===== src/rtl/fetch_pc_gen_if.sv =====
// Fetch-group bus between the PC generator and the ICache stage, plus the
// redirect inputs (flush, branch, prediction) that steer the generator.
// master = the PC generator, slave = the environment / consumer side.
interface fetch_pc_gen_if #(
  parameter int ADDR_WIDTH  = 32,
  parameter int FETCH_WIDTH = 2
);
  logic                   flush_i;
  logic [ADDR_WIDTH-1:0]  flush_pc_i;
  logic                   branch_i;
  logic [ADDR_WIDTH-1:0]  branch_target_i;
  logic                   predict_i;
  logic [ADDR_WIDTH-1:0]  predict_target_i;
  logic                   fetch_ready_i;
  logic [ADDR_WIDTH-1:0]  pc_o;
  logic                   valid_o;
  logic [FETCH_WIDTH-1:0] slot_mask_o;
  logic                   adef_o;

  modport master (
    input  flush_i, flush_pc_i, branch_i, branch_target_i,
           predict_i, predict_target_i, fetch_ready_i,
    output pc_o, valid_o, slot_mask_o, adef_o
  );

  modport slave (
    output flush_i, flush_pc_i, branch_i, branch_target_i,
           predict_i, predict_target_i, fetch_ready_i,
    input  pc_o, valid_o, slot_mask_o, adef_o
  );
endinterface


===== src/rtl/fetch_pc_gen.sv =====
// Fetch-address generator: emits one aligned fetch group per accepted cycle.
// Latency: redirects appear on pc_o one edge after being sampled.
// Backpressure: with fetch_ready_i=0 the current group is held unchanged.
module fetch_pc_gen #(
  parameter int          ADDR_WIDTH  = 32,
  parameter int          FETCH_WIDTH = 2,
  parameter int unsigned RESET_PC    = 32'h1c000000
) (
  input  logic          clk,
  input  logic          rst,
  fetch_pc_gen_if.master bus
);

  localparam int                    GB      = FETCH_WIDTH * 4;
  localparam logic [ADDR_WIDTH-1:0] GB_MASK = ADDR_WIDTH'(GB - 1);
  localparam logic [ADDR_WIDTH-1:0] RST_PC  = ADDR_WIDTH'(RESET_PC);
  localparam logic [ADDR_WIDTH-1:0] OFS_MSK = ADDR_WIDTH'(FETCH_WIDTH - 1);

  typedef enum logic [1:0] {
    S_RESET = 2'd0,
    S_BOOT  = 2'd1,
    S_RUN   = 2'd2,
    S_HALT  = 2'd3
  } state_t;

  state_t                 state_q;
  logic [ADDR_WIDTH-1:0]  pc_q;
  logic [ADDR_WIDTH-1:0]  pc_d;
  logic                   valid_q;
  logic                   fire;
  logic                   adef;
  logic                   fault;
  logic [ADDR_WIDTH-1:0]  ofs;
  logic [FETCH_WIDTH-1:0] slot_mask;

  // Next-pc selection: flush > fault hold > branch > prediction > sequential.
  always_comb begin
    fire  = valid_q & bus.fetch_ready_i;
    adef  = (pc_q[1:0] != 2'b00);
    // A faulting group is accepted; pc freezes on it unless a flush overrides.
    fault = fire & adef & ~bus.flush_i;
    pc_d  = pc_q;
    if (bus.flush_i) begin
      pc_d = bus.flush_pc_i;
    end else if (fault) begin
      pc_d = pc_q;
    end else if (bus.branch_i && state_q != S_HALT) begin
      pc_d = bus.branch_target_i;
    end else if (fire && bus.predict_i) begin
      pc_d = bus.predict_target_i;
    end else if (fire) begin
      pc_d = (pc_q & ~GB_MASK) + ADDR_WIDTH'(GB);
    end
  end

  // Slot mask: slots from the entry offset upward; slot 0 only on a fault.
  always_comb begin
    ofs       = (pc_q >> 2) & OFS_MSK;
    slot_mask = '0;
    if (valid_q) begin
      if (adef) begin
        slot_mask[0] = 1'b1;
      end else begin
        for (int i = 0; i < FETCH_WIDTH; i++) begin
          slot_mask[i] = (ADDR_WIDTH'(i) >= ofs);
        end
      end
    end
  end

  // Control FSM with registered pc and valid.
  always_ff @(posedge clk or posedge rst) begin
    if (rst) begin
      state_q <= S_RESET;
      pc_q    <= RST_PC;
      valid_q <= 1'b0;
    end else begin
      pc_q <= pc_d;
      case (state_q)
        S_RESET: begin
          state_q <= S_BOOT;
          valid_q <= 1'b0;
        end
        S_BOOT: begin
          state_q <= S_RUN;
          valid_q <= 1'b1;
        end
        S_RUN: begin
          if (fault) begin
            state_q <= S_HALT;
            valid_q <= 1'b0;
          end
        end
        S_HALT: begin
          if (bus.flush_i) begin
            state_q <= S_RUN;
            valid_q <= 1'b1;
          end
        end
        default: begin
          state_q <= S_RESET;
          valid_q <= 1'b0;
        end
      endcase
    end
  end

  assign bus.pc_o        = pc_q;
  assign bus.valid_o     = valid_q;
  assign bus.slot_mask_o = slot_mask;
  assign bus.adef_o      = adef;

endmodule


===== src/flat_wrapper.sv =====
// flat-port wrapper written by rule: the top's interface ports become plain ports
module fetch_pc_gen_flat 
#(
  parameter int          ADDR_WIDTH  = 32,
  parameter int          FETCH_WIDTH = 2,
  parameter int unsigned RESET_PC    = 32'h1c000000
)
  (clk, rst, bus_flush_i, bus_flush_pc_i, bus_branch_i, bus_branch_target_i, bus_predict_i, bus_predict_target_i, bus_fetch_ready_i, bus_pc_o, bus_valid_o, bus_slot_mask_o, bus_adef_o);
  fetch_pc_gen_if #(.ADDR_WIDTH(ADDR_WIDTH), .FETCH_WIDTH(FETCH_WIDTH)) bus_i ();
  input  logic clk;
  input  logic rst;
  input wire logic [$bits(bus_i.flush_i)-1:0] bus_flush_i;
  input wire logic [$bits(bus_i.flush_pc_i)-1:0] bus_flush_pc_i;
  input wire logic [$bits(bus_i.branch_i)-1:0] bus_branch_i;
  input wire logic [$bits(bus_i.branch_target_i)-1:0] bus_branch_target_i;
  input wire logic [$bits(bus_i.predict_i)-1:0] bus_predict_i;
  input wire logic [$bits(bus_i.predict_target_i)-1:0] bus_predict_target_i;
  input wire logic [$bits(bus_i.fetch_ready_i)-1:0] bus_fetch_ready_i;
  output wire logic [$bits(bus_i.pc_o)-1:0] bus_pc_o;
  output wire logic [$bits(bus_i.valid_o)-1:0] bus_valid_o;
  output wire logic [$bits(bus_i.slot_mask_o)-1:0] bus_slot_mask_o;
  output wire logic [$bits(bus_i.adef_o)-1:0] bus_adef_o;
  assign bus_i.flush_i = bus_flush_i;
  assign bus_i.flush_pc_i = bus_flush_pc_i;
  assign bus_i.branch_i = bus_branch_i;
  assign bus_i.branch_target_i = bus_branch_target_i;
  assign bus_i.predict_i = bus_predict_i;
  assign bus_i.predict_target_i = bus_predict_target_i;
  assign bus_i.fetch_ready_i = bus_fetch_ready_i;
  assign bus_pc_o = bus_i.pc_o;
  assign bus_valid_o = bus_i.valid_o;
  assign bus_slot_mask_o = bus_i.slot_mask_o;
  assign bus_adef_o = bus_i.adef_o;
  fetch_pc_gen #(.ADDR_WIDTH(ADDR_WIDTH), .FETCH_WIDTH(FETCH_WIDTH), .RESET_PC(RESET_PC)) u_core (.clk(clk), .rst(rst), .bus(bus_i));
endmodule

===== config.mk =====
export PLATFORM = sky130hd
export DESIGN_NAME = fetch_pc_gen_flat
export DESIGN_NICKNAME = d
export VERILOG_FILES = /design/src/rtl/fetch_pc_gen_if.sv /design/src/rtl/fetch_pc_gen.sv /design/src/flat_wrapper.sv
export SDC_FILE = /design/constraint.sdc
export NUM_CORES = 1
export LEC_CHECK = 0
export CAP_MARGIN = 10
export CORE_ASPECT_RATIO = 1.5
export CORE_MARGIN = 4
export CORE_UTILIZATION = 45
export DETAILED_ROUTE_END_ITERATION = 16
export PLACE_DENSITY = 0.88
export SYNTH_ARGS = -nofsm -noshare
export SYNTH_HDL_FRONTEND = slang
export SYNTH_SLANG_ARGS = --single-unit

===== constraint.sdc =====
create_clock -name clk -period 4.4 [get_ports clk]
set_input_delay 0.44 -clock clk [delete_from_list [all_inputs] [get_ports clk]]
set_output_delay 0.44 -clock clk [all_outputs]
set_load 0.02 [all_outputs]

==> results.txt, run 1 <==
----------------------------------------------------
[Status]
  Status ... finished clean

[Floorplan]
  Std-Cell Rows ... 35
  Initial Util ... 46.31%
  Die X ... 72.85 um
  I/O pin total ... 138
  Die Span Y ... 105.3 um
  Die area ... 7670 um^2
  Area of the core ... 6131 um^2

[Layout]
  Layout cell share with drive strength beyond 1 ... 6.780%
  Footprint of the flip-flops and latches ... 879.6 um^2
  Layout area overhead ... 52.18%
  Filler instances ... 502
  Final #Nets ... 574
  Final Cell Area ... 4320 um^2
  Number of standard cells in the final layout excluding fillers ... 546
  Total inserted antenna cells ... 0
  Area taken by multi-input logic gates ... 1802 um^2

[Placed design]
  Post-detailed-placement half-perimeter wirelength ... 8.025 mm
  Pre-CTS setup slack ... 1.485 ns
  Cell total after placement ... 538
  Weighted congestion at the end of routability-driven global placement ... 0.8628
  Instance area after placement ... 4220 um^2
  Input/output buffers ... 137

[Worst setup path]
  Kind of start point of the critical path ... primary input
  Maximum fanout count along the critical path ... 21
  Worst setup EP type ... register
  Classification of the worst setup path ... primary input to register
  Arrival time of data at the critical path endpoint ... 2.86 ns
  Critical path data required time ... 4.58 ns

[STA]
  Setup tns final ... 0 ns
  Number of pins with negative max-slew slack in the final report ... 0
  Final hold vios ... 0
  Time the worst path needs with I/O delays and setup ... 2.687 ns
  Final setup viols ... 0
  Setup skew after layout ... 0.006880 ns
  Fmax achieved ... 0.3721 GHz
  Worst setup margin ... 1.713 ns
  Setup repair after global routing missed its margin ... false
  Ratio of final minimum period to clock period ... 61.07%
  Measured slew at the worst slew-check pin ... 0.8150 ns
  Max-slew headroom ... 45.49%

[GRT]
  Initial antenna violation count ... 0
  Number of global-route vias before repair ... 3,650
  Global route overflow ... 0
  Global-route usage over all layers ... 28.17%
  Wire length of the first global-routing pass ... 17.02 mm
  Maximum number of pins on one net before global-route repair ... 36

[CTS]
  Clock latency reported for the late side of the worst-skew pair ... 0.29 ns
  Setup repair bufs after CTS ... 0
  Cts bufs inserted ... 5
  TritonCTS Sinks ... 35
  Quantity of hold-fixing buffers added after cts ... 0
  Cell chosen for the clock root ... clkbuf_8
  Number of gates resized after CTS ... 0
  Max clock buf depth ... 2
  Clock Pin Slew Worst Setup and Hold Paths ... 0.07 ns
  Clock tree from TritonCTS ... done
  Number of levels in the clock H-tree ... 2

[Synth]
  Area of the mapped netlist ... 2839 um^2
  Average size of a mapped cell ... 8.301 um^2
  Largest cells by area after synthesis ... dfrtp_1 (28%), nand2_1 (5.4%), o21ai_0 (4.4%), nor2_1 (3.4%), a221oi_1 (3.4%)
  Number of flops mapped to enable cells by yosys ... 0
  Synthesized Nets ... 445
  Async SR Flop Fraction ... 100.0%
  Top cell type's share of synthesized area ... 28.21%
  Number of different library cells in the post-synthesis netlist ... 69
  Flop and latch count out of synthesis ... 35
  Commonest register cell after synthesis ... dfrtp_1
  Sequential cell area fraction in the yosys report ... 30.98%
  Top cell type by total area after synthesis ... dfrtp_1
  Synth warn ... 0
  Gate count after technology mapping ... 342

[Route]
  Average detailed-routed wire length per instance ... 19.91 um
  Initial detailed-routing violation count ... 366
  First-pass iteration count of the detailed router ... 5
  Post-Route WL ... 10.87 mm
  Post-route ant nets ... 0
  Routed via count divided by cell count ... 6.581
  Number of design rule violations left after detail routing ... 0
  Vias post-DR ... 3,593

[Power and ir drop]
  Leakage ... 1.656 nW
  Largest voltage drop on the vdd net ... 201.4 uV
  Power density over the cells ... 372.1 nW/um^2

[Min path]
  Type of the most critical hold path ... register to register

[Run]
  Number of maximum-capacitance violations ... 0

----------------------------------------------------
## per-layer routing
layer | GRT usage (%) | wire (um) | vias to the layer above
met3 | 4.962 | 925 | 55
li1 | - | - | 1600
met4 | 19.26 | 556 | 0
met5 | 0 | 0 | -
met2 | 48.71 | 5723 | 229
met1 | 30.04 | 3667 | 1709
## logic make-up after synthesis
logic type	count (synthesis)	share of synthesized area (%)
AOI/OAI and AO/OA	129	32.88
adders and majority gates	1	0.4407
muxes	5	1.763
xor gates and xnor gates	9	2.777
and+or+nand+nor	136	25.34
DFF	35	30.98
buffers and inverters	27	5.817
## cell usage after synthesis (4+ instances only)
master,n
o211ai_1,5
nand2b_1,4
and3_1,7
a21oi_1,14
dfrtp_1,32
nor2_1,26
clkbuf_1,9
nand4_1,10
inv_1,4
nand3_1,13
o31ai_1,9
o22ai_1,6
nand2_1,41
nor3_1,6
buf_2,6
nor4_1,4
a31oi_1,8
a211oi_1,7
o221ai_1,4
a221oi_1,11
xnor2_1,6
o21ai_0,25
a211o_1,4
mux2i_1,5
## path summary, 6_finish.rpt
check | from | end | slack (ns) | depth (start not counted)
setup / recovery | bus_branch_i | u_core.bus.pc_o[24]$_DFFE_PP0P_ | 1.71 | 6
hold / removal | u_core.bus.pc_o[0]$_DFFE_PP0P_ | u_core.bus.pc_o[0]$_DFFE_PP0P_ | 0.54 | 2
setup reg to reg | u_core.state_q[1]$_DFFE_PP0P_ | u_core.bus.pc_o[24]$_DFFE_PP0P_ | 1.85 | 5
hold reg to reg | u_core.bus.pc_o[0]$_DFFE_PP0P_ | u_core.bus.pc_o[0]$_DFFE_PP0P_ | 0.54 | 2
max in group asynchronous | rst | u_core.bus.pc_o[26]$_DFFE_PP1P_ | 3.47 | 3
min in group asynchronous | rst | u_core.bus.pc_o[17]$_DFFE_PP0P_ | 0.56 | 3
## through the flow
stage	hold slack, ns	util, %	total power, mW
global placement	0.5121	68.84	1.314
floorplan	0.5376	-	0.9538
detailed placement	0.5246	68.84	1.335
CTS	0.5386	70.47	1.597
finish	0.5402	70.47	1.608
global route	0.5536	70.47	1.692
## report_power, final
group / switching (mW) / internal [mW]
registers: 0.134 / 0.408
clock network: 0.122 / 0.143
logic: 0.409 / 0.392
total: 0.665 / 0.943
## layout by cell type, fill, tap and decap left out, types with 4 or more instances in the layout
| cell | count |
|---|---|
| a211o_1 | 4 |
| a211oi_1 | 7 |
| a21oi_1 | 14 |
| a221oi_1 | 11 |
| a31oi_1 | 8 |
| and3_1 | 7 |
| buf_4 | 8 |
| clkbuf_8 | 7 |
| clkdlybuf4s50_1 | 137 |
| dfrtp_1 | 32 |
| inv_1 | 4 |
| mux2i_1 | 5 |
| nand2_1 | 41 |
| nand2b_1 | 4 |
| nand3_1 | 13 |
| nand4_1 | 10 |
| nor2_1 | 26 |
| nor3_1 | 6 |
| nor4_1 | 4 |
| o211ai_1 | 5 |
| o21ai_0 | 25 |
| o221ai_1 | 4 |
| o22ai_1 | 6 |
| o31ai_1 | 9 |
| xnor2_1 | 6 |
## sequential cells by signal, indices dropped and copies added (netlist names)
register	cells
u_core.bus.pc_o	32
u_core.bus.valid_o	1
u_core.state_q	2
## critical path, cell delays in order
cell,delay [ns]
clkdlybuf4s50_1,0.46
a21boi_2,0.58
a21oi_1,0.22
nand2_1,0.62
o21ai_0,0.20
a211o_1,0.32
## final cells by class
class | instances | area share, %
clock buffer | 8 | 2.317
inverter | 4 | 0.3475
multi-input combinational | 280 | 41.70
sequential | 35 | 20.36
tap | 74 | 2.143
timing repair buffer | 145 | 33.13
Power figures use the tool's default switching activity.
==> run 2: changes to the inputs <==
- CORE_UTILIZATION: 45 -> 41
- PLACE_DENSITY: 0.88 -> 0.81
- clock period: 4.4 -> 2.7 ns (I/O delays scaled with it)
==> run 2 against run 1 <==
  * Via count is 1.4% lower
  * Power up 65%
  * Largest cell class unchanged
  * Largest power group unchanged
  * Critical endpoint unchanged
  * Non-clock buffer count rose by 7
==> results.txt, run 2 (synthesis gave the netlist of run 1 again) <==
----------------------------------------------------
[Status]
  Status ... finished clean (unchanged)

[STA]
  Setup skew after layout ... 0.006263 ns (was 0.006880 ns)
  Max-slew headroom ... 49.85% (was 45.49%)
  Measured slew at the worst slew-check pin ... 0.7519 ns (was 0.8150 ns)
  Time the worst path needs with I/O delays and setup ... 2.229 ns
  Final setup viols ... 0 (unchanged)
  Setup tns final ... 0 ns (unchanged)
  Number of pins with negative max-slew slack in the final report ... 0 (unchanged)
  Final hold vios ... 0 (unchanged)
  Ratio of final minimum period to clock period ... 82.55%
  Fmax achieved ... 0.4487 GHz
  Setup repair after global routing missed its margin ... false (unchanged)

[Floorplan]
  Die X ... 75.94 um (was 72.85 um)
  Area of the core ... 6621 um^2 (was 6131 um^2)
  Std-Cell Rows ... 36 (was 35)
  Die Span Y ... 109.9 um (was 105.3 um)
  Die area ... 8347 um^2 (was 7670 um^2)
  Initial Util ... 42.88% (was 46.31%)
  I/O pin total ... 138 (unchanged)

[GRT]
  Initial antenna violation count ... 0 (unchanged)
  Wire length of the first global-routing pass ... 17.88 mm (was 17.02 mm)
  Global-route usage over all layers ... 26.61% (was 28.17%)
  Maximum number of pins on one net before global-route repair ... 36 (unchanged)
  Number of global-route vias before repair ... 3,651 (was 3,650)
  Global route overflow ... 0 (unchanged)

[Layout]
  Max reg flops ... 32 (unchanged)
  Final Cell Area ... 4383 um^2 (was 4320 um^2)
  Final #Nets ... 581 (was 574)
  Total inserted antenna cells ... 0 (unchanged)
  Leading cell type in the layout, fill and taps excluded ... clkdlybuf4s50_1 (unchanged)
  Most used cells in the layout excluding fill and tap cells ... clkdlybuf4s50_1 (137), nand2_1 (41), dfrtp_1 (32) (unchanged)
  Layout area overhead ... 54.39% (was 52.18%)
  Filler instances ... 576 (was 502)
  Layout cell share with drive strength beyond 1 ... 8.142% (was 6.780%)

[CTS]
  Clock tree from TritonCTS ... done (unchanged)
  TritonCTS Sinks ... 35 (unchanged)
  Cts bufs inserted ... 5 (unchanged)
  Max clock buf depth ... 2 (unchanged)
  Setup repair bufs after CTS ... 0 (unchanged)
  Number of levels in the clock H-tree ... 2 (unchanged)
  Number of gates resized after CTS ... 0 (unchanged)
  Quantity of hold-fixing buffers added after cts ... 0 (unchanged)
  Clock Pin Slew Worst Setup and Hold Paths ... 0.08 ns (was 0.07 ns)
  Clock latency reported for the late side of the worst-skew pair ... 0.30 ns (was 0.29 ns)
  Cell chosen for the clock root ... clkbuf_8 (unchanged)

[Run]
  Number of maximum-capacitance violations ... 0 (unchanged)

[Route]
  Initial detailed-routing violation count ... 428 (was 366)
  Vias post-DR ... 3,543 (was 3,593)
  Post-Route WL ... 11.53 mm (was 10.87 mm)
  Routed via count divided by cell count ... 6.384 (was 6.581)
  Average detailed-routed wire length per instance ... 20.78 um (was 19.91 um)
  Number of design rule violations left after detail routing ... 0 (unchanged)
  First-pass iteration count of the detailed router ... 7 (was 5)
  Post-route ant nets ... 0 (unchanged)

[Worst setup path]
  Worst setup EP type ... register (unchanged)
  Maximum fanout count along the critical path ... 18 (was 21)
  Start point of the critical path ... bus_flush_i (was bus_branch_i)
  Arrival time of data at the critical path endpoint ... 2.41 ns (was 2.86 ns)
  R2R cell count ... 5 (unchanged)
  Reg-to-Reg Start ... u_core.bus.pc_o[15]$_DFFE_PP0P_ (was u_core.state_q[1]$_DFFE_PP0P_)
  Kind of start point of the critical path ... primary input (unchanged)
  Classification of the worst setup path ... primary input to register (unchanged)
  Critical path data required time ... 2.89 ns (was 4.58 ns)

[Power and ir drop]
  Power density over the cells ... 606.1 nW/um^2 (was 372.1 nW/um^2)
  Largest voltage drop on the vdd net ... 327.8 uV (was 201.4 uV)
  Leakage ... 1.695 nW (was 1.656 nW)
  Pwr Total ... 2.656 mW (was 1.608 mW)

[Placed design]
  Input/output buffers ... 137 (unchanged)
  Post-detailed-placement half-perimeter wirelength ... 8.510 mm (was 8.025 mm)
  Instance area after placement ... 4283 um^2 (was 4220 um^2)
  Weighted congestion at the end of routability-driven global placement ... 0.9342 (was 0.8628)

[Min path]
  Type of the most critical hold path ... primary input to asynchronous set/reset pin (was register to register)

----------------------------------------------------
[run 2: critical path, cell delays in order]
cell and delay (ns):
clkdlybuf4s50_1 0.82, inv_1 0.27, nand2_1 0.55, o21ai_0 0.18
a211o_1 0.32
[run 2: power breakdown]
group          switching [mW]  internal (mW)  total (mW)
registers               0.213          0.664       0.877
clock network           0.202          0.233       0.435
logic                   0.687          0.656        1.34
total                    1.10           1.55        2.66
[run 2: cell type report]
cell class                      count  area [um^2]  area share (%)
Sequential cell                    35        879.6           20.07
Inverter                            4        15.01          0.3426
Tap cell                           76        95.09           2.170
Clock buffer                        8        100.1           2.284
Timing Repair Buffer              152         1484           33.86
Multi-Input combinational cell    280         1809           41.28
[run 2: path summary, 6_finish.rpt]
kind | to | slack, ns
setup / recovery | u_core.bus.pc_o[24]$_DFFE_PP0P_ | 0.47
hold / removal | u_core.bus.pc_o[17]$_DFFE_PP0P_ | 0.39
setup reg to reg | u_core.bus.pc_o[25]$_DFFE_PP0P_ | 0.53
hold reg to reg | u_core.bus.pc_o[0]$_DFFE_PP0P_ | 0.53
max in group asynchronous | u_core.bus.pc_o[28]$_DFFE_PP1P_ | 1.95
min in group clk | u_core.bus.pc_o[0]$_DFFE_PP0P_ | 0.53
[run 2: metrics by stage]
| step | std cells | worst slack, ns | util (%) | hold WS [ns] |
|---|---|---|---|---|
| finish | 555 | 0.4712 | 66.19 | 0.3906 |
| global route | 555 | 0.3694 | 66.19 | 0.4354 |
| CTS | 555 | 0.5479 | 66.19 | 0.4044 |
| detailed placement | 547 | 0.2515 | 64.68 | 0.5155 |
| global placement | 547 | 0.3003 | 64.68 | 0.5041 |
| floorplan | 342 | 0.8653 | - | 0.4070 |
[run 2: per-layer routing]
layer	global-route usage (%)	vias up	routed length, um
met5	0	-	0
met4	15.78	0	533
met3	3.934	45	898
met2	50.43	236	6110
met1	27.40	1651	3990
li1	-	1611	-
==> run 3: changes to the inputs <==
- clock period: 2.7 -> 2.3 ns (I/O delays scaled with it)
==> run 3 against run 2 <==
  * Largest power group unchanged
  * Largest cell class unchanged
  * Critical endpoint is now u_core.bus.pc_o[16]$_DFFE_PP0P_
  * Non-clock buffer count increased by 10
  * First-iteration DRC count decreased by 45%
  * Highest routed layer unchanged
  * Sequential power increased by 16%
  * Power increased by 18%
==> results.txt, run 3 (synthesis gave the netlist of run 1 again) <==
----------------------------------------------------
[Power and ir drop]
  Power density over the cells ... 699.3 nW/um^2 (was 606.1 nW/um^2)
  Design internal power ... 1.831 mW (was 1.554 mW)
  Part of the power in registers ... 32.5% (was 33.0%)
  Share of power burned in the clock network ... 14.9% (was 16.4%)
  Power dissipated by switching net loads ... 1.295 mW (was 1.103 mW)
  Gate power share ... 52.6% (was 50.6%)
  Leakage ... 1.749 nW (was 1.695 nW)
  Pwr Total ... 3.126 mW (was 2.656 mW)
  Largest voltage drop on the vdd net ... 456.9 uV (was 327.8 uV)
  Sw frac ... 41.43% (was 41.51%)

[Placed design]
  Cell total after placement ... 557 (was 547)
  Instance area after placement ... 4383 um^2 (was 4283 um^2)
  Input/output buffers ... 137 (unchanged)
  Weighted congestion at the end of routability-driven global placement ... 0.9392 (was 0.9342)
  Post-detailed-placement half-perimeter wirelength ... 8.901 mm (was 8.510 mm)
  Pre-CTS setup slack ... 0.1893 ns (was 0.2515 ns)

[Worst setup path]
  Arrival time of data at the critical path endpoint ... 2.22 ns (was 2.41 ns)
  Worst-path cell chain ... and4_1 > nor3b_4 > and4_1 > nor4_1 > a221o_1 (was clkdlybuf4s50_1 > inv_1 > nand2_1 > o21ai_0 > a211o_1)
  Classification of the worst setup path ... register to register (was primary input to register)
  Critical path data required time ... 2.47 ns (was 2.89 ns)
  Slowest cell on the critical path ... nor3b_4 (was clkdlybuf4s50_1)
  Crit-path max cell delay ... 0.48 ns (was 0.82 ns)
  Most frequent cell on the critical path ... and4_1
  Worst setup EP type ... register (unchanged)
  Maximum fanout count along the critical path ... 8 (was 18)
  Kind of start point of the critical path ... register (was primary input)

[GRT]
  Initial antenna violation count ... 0 (unchanged)
  Met1 track demand over resource in global routing ... 27.94% (was 27.40%)
  Global routing usage on met3 ... 4.918% (was 3.934%)
  Maximum number of pins on one net before global-route repair ... 43 (was 36)
  Number of global-route vias before repair ... 3,804 (was 3,651)
  Global-route usage over all layers ... 27.36% (was 26.61%)
  Global route overflow ... 0 (unchanged)
  Most utilized layer in the global route result ... met2 (unchanged)
  Global routing usage on met2 ... 49.88% (was 50.43%)
  Wire length of the first global-routing pass ... 18.30 mm (was 17.88 mm)

[Route]
  Number of design rule violations left after detail routing ... 0 (unchanged)
  Average detailed-routed wire length per instance ... 20.79 um (was 20.78 um)
  Post-route ant nets ... 0 (unchanged)
  First-pass iteration count of the detailed router ... 7 (unchanged)
  Routed via count divided by cell count ... 6.466 (was 6.384)
  Vias post-DR ... 3,647 (was 3,543)
  Post-Route WL ... 11.72 mm (was 11.53 mm)
  Initial detailed-routing violation count ... 236 (was 428)

[CTS]
  Quantity of hold-fixing buffers added after cts ... 0 (unchanged)
  Clock tree from TritonCTS ... done (unchanged)
  Clock Pin Slew Worst Setup and Hold Paths ... 0.08 ns (about the same)
  Number of levels in the clock H-tree ... 2 (unchanged)
  Setup repair bufs after CTS ... 0 (unchanged)
  Max clock buf depth ... 2 (unchanged)
  Clock latency reported for the late side of the worst-skew pair ... 0.29 ns (was 0.30 ns)
  Number of gates resized after CTS ... 0 (unchanged)
  Cell chosen for the clock root ... clkbuf_8 (unchanged)
  TritonCTS Sinks ... 35 (unchanged)
  Cts bufs inserted ... 5 (unchanged)

[STA]
  Time the worst path needs with I/O delays and setup ... 2.041 ns
  Setup repair after global routing missed its margin ... false (unchanged)
  Max-slew headroom ... 67.89% (was 49.85%)
  Measured slew at the worst slew-check pin ... 0.4812 ns (was 0.7519 ns)
  Final hold vios ... 0 (unchanged)
  Setup tns final ... 0 ns (unchanged)
  Ratio of final minimum period to clock period ... 88.72%
  Number of pins with negative max-slew slack in the final report ... 0 (unchanged)
  Final setup viols ... 0 (unchanged)
  Setup skew after layout ... 0.006274 ns (was 0.006263 ns)
  Worst hold slack after final layout ... 0.3577 ns (was 0.3906 ns)
  Fmax achieved ... 0.4901 GHz
  Worst setup margin ... 0.2595 ns (was 0.4712 ns)

[Floorplan]
  Die X ... 75.94 um (unchanged)
  Die Span Y ... 109.9 um (unchanged)
  Initial Util ... 42.88% (unchanged)
  I/O pin total ... 138 (unchanged)
  Die area ... 8347 um^2 (unchanged)
  Std-Cell Rows ... 36 (unchanged)
  Area of the core ... 6621 um^2 (unchanged)

[Layout]
  Number of standard cells in the final layout excluding fillers ... 564 (was 555)
  Layout cell share with drive strength beyond 1 ... 10.04% (was 8.142%)
  Filler instances ... 556 (was 576)
  Leading cell type in the layout, fill and taps excluded ... clkdlybuf4s50_1 (unchanged)
  Most used cells in the layout excluding fill and tap cells ... clkdlybuf4s50_1 (137), nand2_1 (41), dfrtp_1 (32) (unchanged)
  Final #Nets ... 591 (was 581)
  Final Cell Area ... 4471 um^2 (was 4383 um^2)
  Total inserted antenna cells ... 0 (unchanged)
  Layout area overhead ... 57.47% (was 54.39%)
  Max reg flops ... 32 (unchanged)
  Core occupancy in the finished layout ... 67.52% (was 66.19%)

[Run]
  Number of maximum-capacitance violations ... 0 (unchanged)

[Status]
  Status ... finished clean (unchanged)

[Min path]
  Type of the most critical hold path ... primary input to asynchronous set/reset pin (unchanged)

----------------------------------------------------
[run 3: cell count changes in the layout (fill, tap and decap cells not counted), sizes merged]
| cell | delta |
|---|---|
| clkinv | +1 |
| buf | +10 |
| clkbuf | -2 |
[run 3: power by group through the flow]
stage / registers [mW] / clock network, mW / logic (mW)
floorplan: 1.16 / 0 / 0.662
global placement: 1.02 / 0 / 1.60
detailed placement: 1.02 / 0 / 1.63
CTS: 1.01 / 0.466 / 1.64
global route: 1.04 / 0.493 / 1.75
finish: 1.02 / 0.466 / 1.64
[run 3: path summary, 6_finish.rpt]
path	slack, ns	start	end	cells after the start
worst max-delay path	0.26	u_core.bus.pc_o[5]$_DFFE_PP0P_	u_core.bus.pc_o[16]$_DFFE_PP0P_	5
worst min-delay path	0.36	rst	u_core.bus.pc_o[16]$_DFFE_PP0P_	3
worst max register to register	0.26	u_core.bus.pc_o[5]$_DFFE_PP0P_	u_core.bus.pc_o[16]$_DFFE_PP0P_	5
worst min register to register	0.55	u_core.bus.pc_o[2]$_DFFE_PP0P_	u_core.bus.pc_o[2]$_DFFE_PP0P_	2
max in group asynchronous	1.58	rst	u_core.bus.pc_o[26]$_DFFE_PP1P_	3
min in group clk	0.51	bus_branch_target_i[12]	u_core.bus.pc_o[12]$_DFFE_PP0P_	3
[run 3: critical path, delay by kind of cell, from the launching register on]
family / cells / cell delay (ns)
DFF: 1 / 0.47
AOI/OAI and AO/OA: 1 / 0.27
and+or+nand+nor: 4 / 1.18
[run 3: metal layers]
metal / vias up / share of wire [%]
met4: 0 / 5.5
met5: - / 0
li1: 1632 / -
met3: 49 / 7.8
met2: 253 / 53
met1: 1713 / 34
[run 3: area by class of cell]
cell class | instances | area, um^2 | share of cell area [%]
Multi-Input combinational cell | 280 | 1809 | 40.47
Timing Repair Buffer | 162 | 1584 | 35.43
Sequential cell | 35 | 879.6 | 19.68
Tap cell | 76 | 95.09 | 2.127
Clock buffer | 6 | 82.58 | 1.847
Inverter | 4 | 15.01 | 0.3359
Clock inverter | 1 | 5.005 | 0.1120
